`config.mk`:
```
export PLATFORM = sky130hd
export DESIGN_NAME = divider_8x8_seq_flat
export DESIGN_NICKNAME = d
export VERILOG_FILES = /design/src/rtl/divider_8x8_seq_pkg.sv /design/src/rtl/divider_8x8_seq_if.sv /design/src/rtl/divider_8x8_seq_div_restore_step.sv /design/src/rtl/divider_8x8_seq.sv /design/src/flat_wrapper.sv
export SDC_FILE = /design/constraint.sdc
export NUM_CORES = 1
export LEC_CHECK = 0
export CAP_MARGIN = 25
export CORE_MARGIN = 3
export CORE_UTILIZATION = 45
export DETAILED_ROUTE_END_ITERATION = 8
export PLACE_DENSITY_LB_ADDON = 0.15
export SLEW_MARGIN = 10
export SYNTH_ARGS = -nofsm -noshare
export SYNTH_HDL_FRONTEND = slang
export SYNTH_SLANG_ARGS = --single-unit
```
`constraint.sdc`:
```
create_clock -name i_clk -period 3.35 [get_ports i_clk]
set_clock_uncertainty 0.2 [all_clocks]
set_input_delay 0.335 -clock i_clk [delete_from_list [all_inputs] [get_ports i_clk]]
set_output_delay 0.335 -clock i_clk [all_outputs]
set_load 0.1 [all_outputs]
```
`src/rtl/divider_8x8_seq_pkg.sv`:
```
// Shared constants and state encoding for the sequential restoring divider.
package divider_8x8_seq_pkg;

   localparam int DIV_W  = 8;                  // default operand/result width
   localparam int LANE_W = DIV_W / 2;          // lane width in dual-lane mode
   localparam int CNT_W  = $clog2(DIV_W + 1);  // iteration counter width

   typedef enum logic [1:0] {
      ST_IDLE = 2'd0,
      ST_ITER = 2'd1,
      ST_FIX  = 2'd2
   } state_t;

endpackage

```
`src/rtl/divider_8x8_seq_if.sv`:
```
// Start/Busy/Done handshake and operand/result bus of the divider.
// Signal prefixes are from the divider's point of view.
interface divider_8x8_seq_if #(
   parameter int W = divider_8x8_seq_pkg::DIV_W
);
   logic         i_start;
   logic [W-1:0] i_in_1;
   logic [W-1:0] i_in_2;
   logic         i_sign;
   logic         i_mode;
   logic         o_busy;
   logic         o_done;
   logic [W-1:0] o_quotient;
   logic [W-1:0] o_remainder;
   logic [1:0]   o_div_by_zero;

   modport master (
      output i_start, i_in_1, i_in_2, i_sign, i_mode,
      input  o_busy, o_done, o_quotient, o_remainder, o_div_by_zero
   );

   modport slave (
      input  i_start, i_in_1, i_in_2, i_sign, i_mode,
      output o_busy, o_done, o_quotient, o_remainder, o_div_by_zero
   );
endinterface

```
`src/rtl/divider_8x8_seq_div_restore_step.sv`:
```
// One restoring-division step for a single unsigned lane: shift the partial
// remainder left, bring in the next dividend bit, trial-subtract the divisor.
module div_restore_step #(
   parameter int LW = 4
) (
   input  logic [LW-1:0] i_rem,
   input  logic          i_bit,
   input  logic [LW-1:0] i_dvs,
   output logic [LW-1:0] o_rem,
   output logic          o_q
);
   logic [LW:0] w_shift;
   logic [LW:0] w_diff;

   // The partial remainder is always below the divisor, so the shifted value
   // fits in LW+1 bits and the MSB of the difference is its borrow.
   always_comb begin
      w_shift = {i_rem, i_bit};
      w_diff  = w_shift - {1'b0, i_dvs};
      o_q     = ~w_diff[LW];
      o_rem   = w_diff[LW] ? w_shift[LW-1:0] : w_diff[LW-1:0];
   end
endmodule

```
`src/rtl/divider_8x8_seq.sv`:
```
// Sequential restoring divider: one W-bit divide (mode 0) or two isolated
// W/2-bit divides (mode 1), one quotient bit per cycle, signed or unsigned.
module divider_8x8_seq #(
   parameter int W = divider_8x8_seq_pkg::DIV_W
) (
   input  logic              i_clk,
   input  logic              i_rst,
   divider_8x8_seq_if.slave  if_bus
);
   import divider_8x8_seq_pkg::*;

   localparam int LW = W / 2;

   // Magnitude of a full-width operand (absolute value only when signed).
   function automatic logic [W-1:0] mag_w(input logic [W-1:0] v, input logic s);
      return (s && v[W-1]) ? -v : v;
   endfunction

   // Magnitude of a lane operand.
   function automatic logic [LW-1:0] mag_l(input logic [LW-1:0] v, input logic s);
      return (s && v[LW-1]) ? -v : v;
   endfunction

   // Final lane quotient: all ones on divide-by-zero, else sign-corrected.
   function automatic logic [LW-1:0] fix_q_l(input logic [LW-1:0] q, input logic neg,
                                             input logic dbz);
      if (dbz) return '1;
      return neg ? -q : q;
   endfunction

   // Final lane remainder: original dividend on divide-by-zero, else signed like it.
   function automatic logic [LW-1:0] fix_r_l(input logic [LW-1:0] r, input logic [LW-1:0] orig,
                                             input logic neg, input logic dbz);
      if (dbz) return orig;
      return neg ? -r : r;
   endfunction

   state_t           r_state;
   state_t           w_next_state;
   logic [CNT_W-1:0] r_cnt;
   logic [CNT_W-1:0] w_cnt_in;
   logic             r_mode;
   logic [W-1:0]     r_dvd;        // dividend magnitude, shifted out MSB-first; collects quotient bits
   logic [W-1:0]     r_dvs;        // divisor magnitude(s)
   logic [W-1:0]     r_rem;        // partial remainder(s)
   logic [W-1:0]     r_orig;       // original dividend bits for the divide-by-zero result
   logic [1:0]       r_neg_q;
   logic [1:0]       r_neg_r;
   logic [1:0]       r_dbz;
   logic [W-1:0]     r_quotient;
   logic [W-1:0]     r_remainder;
   logic [1:0]       r_div_by_zero;
   logic             r_done;

   logic [W-1:0]     w_dvd_in;
   logic [W-1:0]     w_dvs_in;
   logic [1:0]       w_neg_q_in;
   logic [1:0]       w_neg_r_in;
   logic [1:0]       w_dbz_in;
   logic [W-1:0]     w_rem_full;
   logic             w_q_full;
   logic [LW-1:0]    w_rem_l1;
   logic             w_q_l1;
   logic [LW-1:0]    w_rem_l0;
   logic             w_q_l0;
   logic [W-1:0]     w_fix_q;
   logic [W-1:0]     w_fix_r;
   logic             w_accept;

   assign w_accept = (r_state == ST_IDLE) && if_bus.i_start;

   div_restore_step #(.LW(W)) u_step_full (
      .i_rem (r_rem),
      .i_bit (r_dvd[W-1]),
      .i_dvs (r_dvs),
      .o_rem (w_rem_full),
      .o_q   (w_q_full)
   );

   div_restore_step #(.LW(LW)) u_step_l1 (
      .i_rem (r_rem[W-1:LW]),
      .i_bit (r_dvd[W-1]),
      .i_dvs (r_dvs[W-1:LW]),
      .o_rem (w_rem_l1),
      .o_q   (w_q_l1)
   );

   div_restore_step #(.LW(LW)) u_step_l0 (
      .i_rem (r_rem[LW-1:0]),
      .i_bit (r_dvd[LW-1]),
      .i_dvs (r_dvs[LW-1:0]),
      .o_rem (w_rem_l0),
      .o_q   (w_q_l0)
   );

   // Operand capture values: magnitudes, result-sign flags and zero-divisor flags per lane.
   always_comb begin
      w_dvd_in   = mag_w(if_bus.i_in_1, if_bus.i_sign);
      w_dvs_in   = mag_w(if_bus.i_in_2, if_bus.i_sign);
      w_neg_q_in = {1'b0, if_bus.i_sign & (if_bus.i_in_1[W-1] ^ if_bus.i_in_2[W-1])};
      w_neg_r_in = {1'b0, if_bus.i_sign & if_bus.i_in_1[W-1]};
      w_dbz_in   = {1'b0, (if_bus.i_in_2 == '0)};
      w_cnt_in   = CNT_W'(W);
      if (if_bus.i_mode) begin
         w_dvd_in   = {mag_l(if_bus.i_in_1[W-1:LW], if_bus.i_sign),
                       mag_l(if_bus.i_in_1[LW-1:0], if_bus.i_sign)};
         w_dvs_in   = {mag_l(if_bus.i_in_2[W-1:LW], if_bus.i_sign),
                       mag_l(if_bus.i_in_2[LW-1:0], if_bus.i_sign)};
         w_neg_q_in = {if_bus.i_sign & (if_bus.i_in_1[W-1]  ^ if_bus.i_in_2[W-1]),
                       if_bus.i_sign & (if_bus.i_in_1[LW-1] ^ if_bus.i_in_2[LW-1])};
         w_neg_r_in = {if_bus.i_sign & if_bus.i_in_1[W-1],
                       if_bus.i_sign & if_bus.i_in_1[LW-1]};
         w_dbz_in   = {(if_bus.i_in_2[W-1:LW] == '0), (if_bus.i_in_2[LW-1:0] == '0)};
         w_cnt_in   = CNT_W'(LW);
      end
   end

   // Sign correction and divide-by-zero override of the finished magnitudes.
   always_comb begin
      w_fix_q = r_neg_q[0] ? -r_dvd : r_dvd;
      w_fix_r = r_neg_r[0] ? -r_rem : r_rem;
      if (r_dbz[0]) begin
         w_fix_q = '1;
         w_fix_r = r_orig;
      end
      if (r_mode) begin
         w_fix_q = {fix_q_l(r_dvd[W-1:LW], r_neg_q[1], r_dbz[1]),
                    fix_q_l(r_dvd[LW-1:0], r_neg_q[0], r_dbz[0])};
         w_fix_r = {fix_r_l(r_rem[W-1:LW], r_orig[W-1:LW], r_neg_r[1], r_dbz[1]),
                    fix_r_l(r_rem[LW-1:0], r_orig[LW-1:0], r_neg_r[0], r_dbz[0])};
      end
   end

   // State register.
   always_ff @(posedge i_clk or posedge i_rst) begin
      if (i_rst) r_state <= ST_IDLE;
      else       r_state <= w_next_state;
   end

   // Next-state logic: IDLE -> ITER (N edges) -> FIX (one edge) -> IDLE.
   always_comb begin
      w_next_state = r_state;
      case (r_state)
         ST_IDLE: if (if_bus.i_start) w_next_state = ST_ITER;
         ST_ITER: if (r_cnt == CNT_W'(1)) w_next_state = ST_FIX;
         ST_FIX:  w_next_state = ST_IDLE;
         default: w_next_state = ST_IDLE;
      endcase
   end

   // Iteration counter, Done pulse and result registers; results change only at FIX.
   always_ff @(posedge i_clk or posedge i_rst) begin
      if (i_rst) begin
         r_cnt         <= '0;
         r_done        <= 1'b0;
         r_quotient    <= '0;
         r_remainder   <= '0;
         r_div_by_zero <= '0;
      end else begin
         r_done <= (r_state == ST_FIX);
         if (w_accept) begin
            r_cnt <= w_cnt_in;
         end else if (r_state == ST_ITER) begin
            r_cnt <= r_cnt - CNT_W'(1);
         end
         if (r_state == ST_FIX) begin
            r_quotient    <= w_fix_q;
            r_remainder   <= w_fix_r;
            r_div_by_zero <= r_dbz;
         end
      end
   end

   // Datapath: load operands on accept, then one restoring step per ITER edge.
   always_ff @(posedge i_clk) begin
      if (w_accept) begin
         r_mode  <= if_bus.i_mode;
         r_dvd   <= w_dvd_in;
         r_dvs   <= w_dvs_in;
         r_rem   <= '0;
         r_orig  <= if_bus.i_in_1;
         r_neg_q <= w_neg_q_in;
         r_neg_r <= w_neg_r_in;
         r_dbz   <= w_dbz_in;
      end else if (r_state == ST_ITER) begin
         if (r_mode) begin
            r_rem <= {w_rem_l1, w_rem_l0};
            r_dvd <= {r_dvd[W-2:LW], w_q_l1, r_dvd[LW-2:0], w_q_l0};
         end else begin
            r_rem <= w_rem_full;
            r_dvd <= {r_dvd[W-2:0], w_q_full};
         end
      end
   end

   assign if_bus.o_busy        = (r_state != ST_IDLE);
   assign if_bus.o_done        = r_done;
   assign if_bus.o_quotient    = r_quotient;
   assign if_bus.o_remainder   = r_remainder;
   assign if_bus.o_div_by_zero = r_div_by_zero;

endmodule

```
`src/flat_wrapper.sv`:
```
// flat-port wrapper written by rule: the top's interface ports become plain ports
module divider_8x8_seq_flat import divider_8x8_seq_pkg::*;
#(
   parameter int W = divider_8x8_seq_pkg::DIV_W
)
  (i_clk, i_rst, if_bus_i_start, if_bus_i_in_1, if_bus_i_in_2, if_bus_i_sign, if_bus_i_mode, if_bus_o_busy, if_bus_o_done, if_bus_o_quotient, if_bus_o_remainder, if_bus_o_div_by_zero);
  divider_8x8_seq_if #(.W(W)) if_bus_i ();
  input  logic i_clk;
  input  logic i_rst;
  input wire logic [$bits(if_bus_i.i_start)-1:0] if_bus_i_start;
  input wire logic [$bits(if_bus_i.i_in_1)-1:0] if_bus_i_in_1;
  input wire logic [$bits(if_bus_i.i_in_2)-1:0] if_bus_i_in_2;
  input wire logic [$bits(if_bus_i.i_sign)-1:0] if_bus_i_sign;
  input wire logic [$bits(if_bus_i.i_mode)-1:0] if_bus_i_mode;
  output wire logic [$bits(if_bus_i.o_busy)-1:0] if_bus_o_busy;
  output wire logic [$bits(if_bus_i.o_done)-1:0] if_bus_o_done;
  output wire logic [$bits(if_bus_i.o_quotient)-1:0] if_bus_o_quotient;
  output wire logic [$bits(if_bus_i.o_remainder)-1:0] if_bus_o_remainder;
  output wire logic [$bits(if_bus_i.o_div_by_zero)-1:0] if_bus_o_div_by_zero;
  assign if_bus_i.i_start = if_bus_i_start;
  assign if_bus_i.i_in_1 = if_bus_i_in_1;
  assign if_bus_i.i_in_2 = if_bus_i_in_2;
  assign if_bus_i.i_sign = if_bus_i_sign;
  assign if_bus_i.i_mode = if_bus_i_mode;
  assign if_bus_o_busy = if_bus_i.o_busy;
  assign if_bus_o_done = if_bus_i.o_done;
  assign if_bus_o_quotient = if_bus_i.o_quotient;
  assign if_bus_o_remainder = if_bus_i.o_remainder;
  assign if_bus_o_div_by_zero = if_bus_i.o_div_by_zero;
  divider_8x8_seq #(.W(W)) u_core (.i_clk(i_clk), .i_rst(i_rst), .if_bus(if_bus_i));
endmodule
```
==> results.ini <==
[timing]
maxSlewViolCount=0
fmax_mhz=344.1
setup_violations=0
hold_violations=0
tns_ns=0
fin_crit_ns=2.906
relSlewSlack=0.3497
rsz0062_at_grt=no
hold_ws_ns=0.01661
post-route-period-util=0.8674
worstMarginPinSlew_ns=0.9725

[worst_setup_path]
cp.arrival_ns=2.96
startpoint=u_core.r_dvd[7]
path_cells=inv_1 -> ha_1 -> fa_1 -> nor2b_1 -> o31a_1 -> o22ai_4 -> xor2_4 -> buf_4 -> mux2_2 -> o31ai_1
critPathKind=flop to flop
cp.required_ns=3.40
start_kind=flop
critPathSlowestCell=fa_1
critPathCaptureType=flop
r2r-start=u_core.r_dvd[7]
path_delay_family=adder cells
crit_buf_inv=2
cp_max_fo=9
cp_slowest_stage_delay_ns=0.46

[drt]
drc=0
avgViaCountPerCell=5.490
vias=3585
drt-pass1-iter-count=5
wl_per_cell_um=16.11
drt_iter0_drc=156
drtAntennaViolNets=0
totalWireLength_um=10520

[clocking]
clockBufferDepth=2
cts_tree=built
cts_sinks=64
cts_buffers=9
cts_htree_levels=3
postCtsHoldBufs=0
post_cts_buffers=0
post_cts_resized=0
clkTransAtPathRegs_ns=0.07
clkLatencyLatePin_ns=0.33
cts-root-buf=clkbuf_8

[pwr]
p_seq_frac=0.271
comb_power_share=0.606
cell_internal_pwr_uw=2757
swShare=0.4887
finalPower_uw=5393
power.leakage_uw=0.002152
p_clk_frac=0.123
power_density_mw_per_mm2=1058
peakVddDrop_v=0.0004826
switchingPower_uw=2636

[grt]
grt_pass1_wl_um=17720
grt_max_degree=26
grt_pass1_vias=3576
track_usage=0.2036
antenna_found_initial=0
overflow=0

[floorplan]
die-area_sq_mm=0.01079
core_sq_mm=0.009284
dieHeight_um=103.9
die_w_um=103.9
start_util=0.4644
num_io_pins=41
core.rowCount=35

[place]
dpl.cell_count=636
finalWeightedCongestion=0.9365
hpwl_um=8111
numPortBuffers=40

[synthesis]
ys_ff_latch=64
synth_cells=478
yosys.area.top_type_share=0.2159
post_synth_num_cell_types=59
ys_warn_count=0
synth_enable_flop_cells=31
syn_area_per_cell_sq_um=9.020
yosysTopAreaCell=edfxtp_1
syn_area_sq_mm=0.004312
syn_nets=522
seq_area_frac_synth=0.3981
ys_async_sr_fraction=0.3906
dominantRegCellSynth=edfxtp_1
synth_area_leaders=edfxtp_1 22%, dfrtp_1 15%, o21ai_0 6.3%, ha_1 5.8%, nand2_1 4.6%

[final_layout]
layout-drive-gt1-share=0.08779
n_antenna_cell=0
fin_cells=653
syn_to_final_growth_pct=18.22
final_nets=563
fin_util=0.5491

[worst_hold_path]
hold_path.class=input port to async pin

[flow_run]
maxCapViolations=0

[status]
status=finished clean

## Yosys cell counts (all sizes together) (10+ instances only)
cell type and count:
o21ai 54, nand2 53, inv 37, edfxtp 31, nor2 31, a21oi 27, dfrtp 25, ha 20
xnor2 20, clkbuf 17, mux2i 11, nand2b 11, mux2 10
## worst register-to-register path, delay by kind of cell (launching register included)
kind	cells	cell delay, ns
compound gates	3	0.54
xor+xnor	1	0.15
fa+ha+maj	2	0.72
buf+inv	2	0.34
flops	1	0.36
mux	1	0.36
simple gates	1	0.15
## per-layer routing
layer | wire length, um | up-vias | GRT usage | part of all wire
met3 | 683 | 10 | 0.04345 | 0.065
met5 | 0 | - | 0 | 0
met1 | 4615 | 1678 | 0.2684 | 0.44
met2 | 5109 | 115 | 0.3459 | 0.49
li1 | - | 1782 | - | -
met4 | 108 | 0 | 0.04368 | 0.010
## final timing paths
kind | slack, ns | endpoint | depth (start not counted)
setup / recovery | 0.44 | u_core.r_rem[0] | 10
hold / removal | 0.02 | u_core.r_cnt[1] | 2
setup reg to reg | 0.44 | u_core.r_rem[0] | 10
hold reg to reg | 0.28 | u_core.if_bus.o_quotient[1] | 2
max in group asynchronous | 2.56 | u_core.if_bus.o_quotient[5] | 3
min in group i_clk | 0.28 | u_core.if_bus.o_quotient[1] | 2
## registers in the layout, indices dropped and copies added (netlist names)
name and count:
u_core.r_neg_q 2, u_core.r_neg_r 2, u_core.if_bus.o_remainder 8, u_core.r_dvs 8
u_core.r_dvd 8, u_core.r_dbz 2, u_core.if_bus.o_quotient 8, u_core.r_rem 8
u_core.if_bus.o_div_by_zero 2, u_core.r_state 2, u_core.r_cnt 4, u_core.if_bus.o_done 1
u_core.r_mode 1, u_core.r_orig 8
## stage by stage
stage	area (sq um)	worst slack, ns
CTS	5070	0.4472
floorplan	4312	0.5066
detailed placement	4871	0.4524
global route	5097	0.2847
finish	5097	0.4441
global placement	4856	0.5272
## power by group through the flow
stage | combinational (uW) | sequential [uW] | clock [uW]
6_report | 3270 | 1460 | 663
5_1_grt | 3560 | 1510 | 723
4_1_cts | 3260 | 1460 | 686
3_5_place_dp | 3240 | 1470 | 0
3_3_place_gp | 3180 | 1470 | 0
2_1_floorplan | 1870 | 2030 | 0
## cell usage in the layout (no fill, tap or decap), drive strengths merged, types with 12 or more instances in the layout
cell type,synthesis,layout
ha,20,20
edfxtp,31,31
nor2,31,31
a21oi,27,27
clkdlybuf4s50,0,40
dfrtp,25,25
inv,37,37
xnor2,20,20
o21ai,54,54
clkbuf,17,13
nand2,53,53
buf,5,12
## cells by family after synthesis
kind of cell / synth area share
compound gates: 0.1968
mux: 0.05166
fa+ha+maj: 0.07197
xor+xnor: 0.06123
flops: 0.3981
buf+inv: 0.05455
simple gates: 0.1657
## cell type report
class / count / area [sq um]
clock inverter: 3 / 40.04
tap: 129 / 161.4
clock buffer: 13 / 158.9
inverter: 38 / 142.6
multi-input combinational: 354 / 2360
timing repair buffer: 52 / 518.0
sequential: 64 / 1717
fill: 885 / 4187
Power figures use the tool's default switching activity.
==> variant 1, RTL diff (config.mk and constraints unchanged) <==
Reset style: synchronous (`i_rst`), changed in 2 clocked blocks.
--- a/src/rtl/divider_8x8_seq.sv
+++ b/src/rtl/divider_8x8_seq.sv
@@ -132,7 +132,7 @@
    end
 
    // State register.
-   always_ff @(posedge i_clk or posedge i_rst) begin
+   always_ff @(posedge i_clk) begin
       if (i_rst) r_state <= ST_IDLE;
       else       r_state <= w_next_state;
    end
@@ -149,7 +149,7 @@
    end
 
    // Iteration counter, Done pulse and result registers; results change only at FIX.
-   always_ff @(posedge i_clk or posedge i_rst) begin
+   always_ff @(posedge i_clk) begin
       if (i_rst) begin
          r_cnt         <= '0;
          r_done        <= 1'b0;
Behaviour: differs if i_rst is asserted again (counterexample within 4 cycles, from zero or initial values and one cycle with i_rst high); with i_rst held inactive, the same outputs for 10 cycles.
==> variant 1 against the unedited design <==
- sequential share of layout area decreased by 1.5 points
- first-iteration DRC count increased by 62%
- sequential cell count unchanged
- routed wire length decreased by 0.76%
- area after synthesis decreased by 2.1%
- setup slack got worse by 0.0022 ns
- count of clock-buffer cells in the layout decreased by 1
- design area decreased by 3.1%
- highest routed layer unchanged
Power is not compared: it rests on default switching activity, and its combinational part moved more than twofold at a synthesized area within 25%.
==> variant 1: results (changes against the unedited design) <==
Layout Nets - 577 (+2.5%)
met3 WL - 697 um (+2.0%)
FFs & Latches - 64 (unchanged)
dpl cell area - 4713 um^2 (-3.2%)
sequential element share of the synthesized area - 0.3770 (-0.02114)
DR WL/cell - 16.16 um (+0.31%)
Hold Path Class - flop to flop
ys async rst share - 0 (-0.3906)
via count - 3660 (+2.1%)
invs w/o clock - 36 (-5.3%)
Synth area leaders - edfxtp_1, dfxtp_1, ha_1
synthesized area - 4222 um^2 (-2.1%)
largest net degree at the start of global routing - 28 (+7.7%)
M2 GR Usage - 0.3227 (-0.02313)
Met1 Routed Length - 4.759 mm (+3.1%)
Synth Area in Compound Gates - 0.1924 (-0.004397)
clock buf count - 12 (-1)
fraction of area in registers - 0.3221 (-0.01466)
vias in the first global route - 3407 (-4.7%)
post-synthesis xor/xnor area fraction - 0.05809 (-0.003139)
clock network power share - 0.243
Post-Syn Instances - 500 (+4.6%)
worst skew pair latency - 0.35 ns (+0.02 ns)
Max Clock Freq - 343.9 MHz (about the same)
non-clock buffer count - 51 (-1.9%)
hpwl dp - 7.908 mm (-2.5%)
First-pass DRT Iterations - 4 (-1)
ClkCell Share - 0.04609 (+0.007060)
Worst Max-Slew Pin Slew - 0.9758 ns (+0.003382 ns)
ys flop type - dfxtp_1
maximum vdd drop - 0.2217 mV
area of the multi-input gates - 2371 um^2 (+0.48%)
met2 routed WL - 4.821 mm (-5.6%)
status - finished clean
DP Cell Count - 630 (-0.94%)
M1 GR Usage - 0.2842 (+0.01575)
final hold slack - 0.2559 ns (+0.2393 ns)
Tot GR Track Use - 0.2062 (+0.002645)
post-synth cell types - 57 (-3.4%)
crit-path max FO - 13 (+4)
non-clk buf share - 0.09724 (-0.004380)
synthesized net count - 544 (+4.2%)
first-pass GRT wire length - 16.81 mm (-5.1%)
Post-Layout Inst Area - 4941 um^2 (-3.1%)
crit path DAT - 2.98 ns (+0.02 ns)
share of cells above drive strength 1 - 0.07249 (-0.01530)
1st-iter DRT viols - 252 (+62%)
Layout Cells excl Fill - 646 (-1.1%)
mux share of post-synthesis cell area - 0.03171 (-0.01994)
multi-input gates - 371 (+4.8%)
variant 1: worst paths after layout:
kind / start / endpoint / cells past startpoint
max: u_core.r_dvd[7]$_DFFE_PP_ / u_core.r_rem[7]$_SDFFE_PP0P_ / 10
min: u_core.if_bus.o_remainder[1]$_SDFFE_PP0P_ / u_core.if_bus.o_remainder[1]$_SDFFE_PP0P_ / 2
max reg2reg: u_core.r_dvd[7]$_DFFE_PP_ / u_core.r_rem[7]$_SDFFE_PP0P_ / 10
min reg2reg: u_core.if_bus.o_remainder[1]$_SDFFE_PP0P_ / u_core.if_bus.o_remainder[1]$_SDFFE_PP0P_ / 2
variant 1: worst max-delay path: stages (launching register included):
cell and delay (ns):
edfxtp_1 0.36, inv_1 0.11, ha_1 0.25, fa_1 0.49
nor2b_4 0.14, o2111ai_2 0.13, nand3_2 0.11, a21oi_1 0.08
or2_4 0.32, or4_1 0.52, o211ai_1 0.10
==> variant 2, RTL diff (config.mk and constraints unchanged) <==
Made on the original files. Change the package constant `DIV_W` from 8 to 4.
--- a/src/rtl/divider_8x8_seq_pkg.sv
+++ b/src/rtl/divider_8x8_seq_pkg.sv
@@ -1,7 +1,7 @@
 // Shared constants and state encoding for the sequential restoring divider.
 package divider_8x8_seq_pkg;
 
-   localparam int DIV_W  = 8;                  // default operand/result width
+   localparam int DIV_W  = 4;                  // default operand/result width
    localparam int LANE_W = DIV_W / 2;          // lane width in dual-lane mode
    localparam int CNT_W  = $clog2(DIV_W + 1);  // iteration counter width
 
Interface: changed (resized if_bus_i_in_1, if_bus_i_in_2, if_bus_o_quotient and if_bus_o_remainder); port bits go from 41 to 25. No check against the original RTL was run, so the function may have changed too.
==> variant 2 against the unedited design <==
- setup slack gained 0.45 ns
- core utilization grew 0.34 points
- routed wire length shrank 58%
- area after synthesis shrank 47%
- sequential cell count shrank 25
- via count shrank 54%
- design area shrank 48%
- critical endpoint is now u_core.r_rem[3]$_SDFFE_PP0P_
- highest routed layer unchanged
Power is not shown: default switching activity piles up to over one toggle a cycle in this logic, so the estimate is an artifact.
==> variant 2: results (changes against the unedited design) <==
routed wire length - 4.395 mm (-58%)
H-tree Lvls - 2 (-1)
CTS Buf Count - 5 (-4)
hpwl dp - 3.411 mm (-58%)
dpl cell area - 2577 um^2 (-47%)
Reg2Reg Launch Point - u_core.r_dvd[3]$_DFFE_PP_
crit path DAT - 2.48 ns (-0.48 ns)
Critical-path top delay cell - edfxtp_1
synthesized net count - 259 (-50%)
ys async rst share - 0.4103 (+0.01963)
largest net degree at the start of global routing - 20 (-23%)
Final Util - 0.5525 (+0.003411)
DP Cell Count - 312 (-51%)
worst slack, placed - 0.9602 ns (+0.5077 ns)
Placer Congestion - 0.8339 (-11%)
Via density - 5.100 (-7.1%)
Port Buffer Count - 24 (-40%)
Worst Max-Slew Pin Slew - 0.9690 ns (-0.003468 ns)
share of cells above drive strength 1 - 0.06719 (-0.02059)
worst skew pair latency - 0.29 ns (-0.04 ns)
First-pass DRT Iterations - 4 (-1)
vias in the first global route - 1537 (-57%)
first-pass GRT wire length - 7.327 mm (-59%)
Post-Syn Instances - 230 (-52%)
Tot GR Track Use - 0.1576 (-0.04600)
status - finished clean
## variant 2: cell families after synthesis
| logic type | after synthesis | share of synthesized area |
|---|---|---|
| buf+inv | 34 | 0.06260 |
| flops | 39 | 0.4573 |
| mux | 10 | 0.04573 |
| compound gates | 55 | 0.1481 |
| fa+ha+maj | 16 | 0.09690 |
| xor+xnor | 16 | 0.06423 |
| simple gates | 60 | 0.1252 |
## variant 2: final cells by class
type                    count  share of cell area
inverters                  23             0.03244
clock inverters             3            0.005642
well taps                  67             0.03150
flip-flops and latches     39              0.3949
clock buffers               5             0.02586
multi-input cells         157              0.4147
repair buffers             26             0.09497
## variant 2: worst paths after layout
| kind | to | slack [ns] | cells after the start |
|---|---|---|---|
| min | u_core.if_bus.o_remainder[3]$_DFFE_PP0P_ | 0.21 | 2 |
| max reg2reg | u_core.r_rem[3]$_SDFFE_PP0P_ | 0.90 | 8 |
| min in group i_clk | u_core.if_bus.o_remainder[1]$_DFFE_PP0P_ | 0.28 | 2 |
| min reg2reg | u_core.if_bus.o_remainder[1]$_DFFE_PP0P_ | 0.28 | 2 |
| max in group asynchronous | u_core.if_bus.o_remainder[2]$_DFFE_PP0P_ | 2.34 | 2 |
| max | u_core.r_rem[3]$_SDFFE_PP0P_ | 0.90 | 8 |
## variant 2: layer usage
| layer | track usage | share of wire | wire length [um] | up-vias |
|---|---|---|---|---|
| met4 | 0.06050 | 0.018 | 80 | 0 |
| li1 | - | - | - | 836 |
| met3 | 0.04292 | 0.042 | 186 | 8 |
| met5 | 0 | 0 | 0 | - |
| met1 | 0.2068 | 0.47 | 2078 | 755 |
| met2 | 0.2478 | 0.47 | 2050 | 33 |
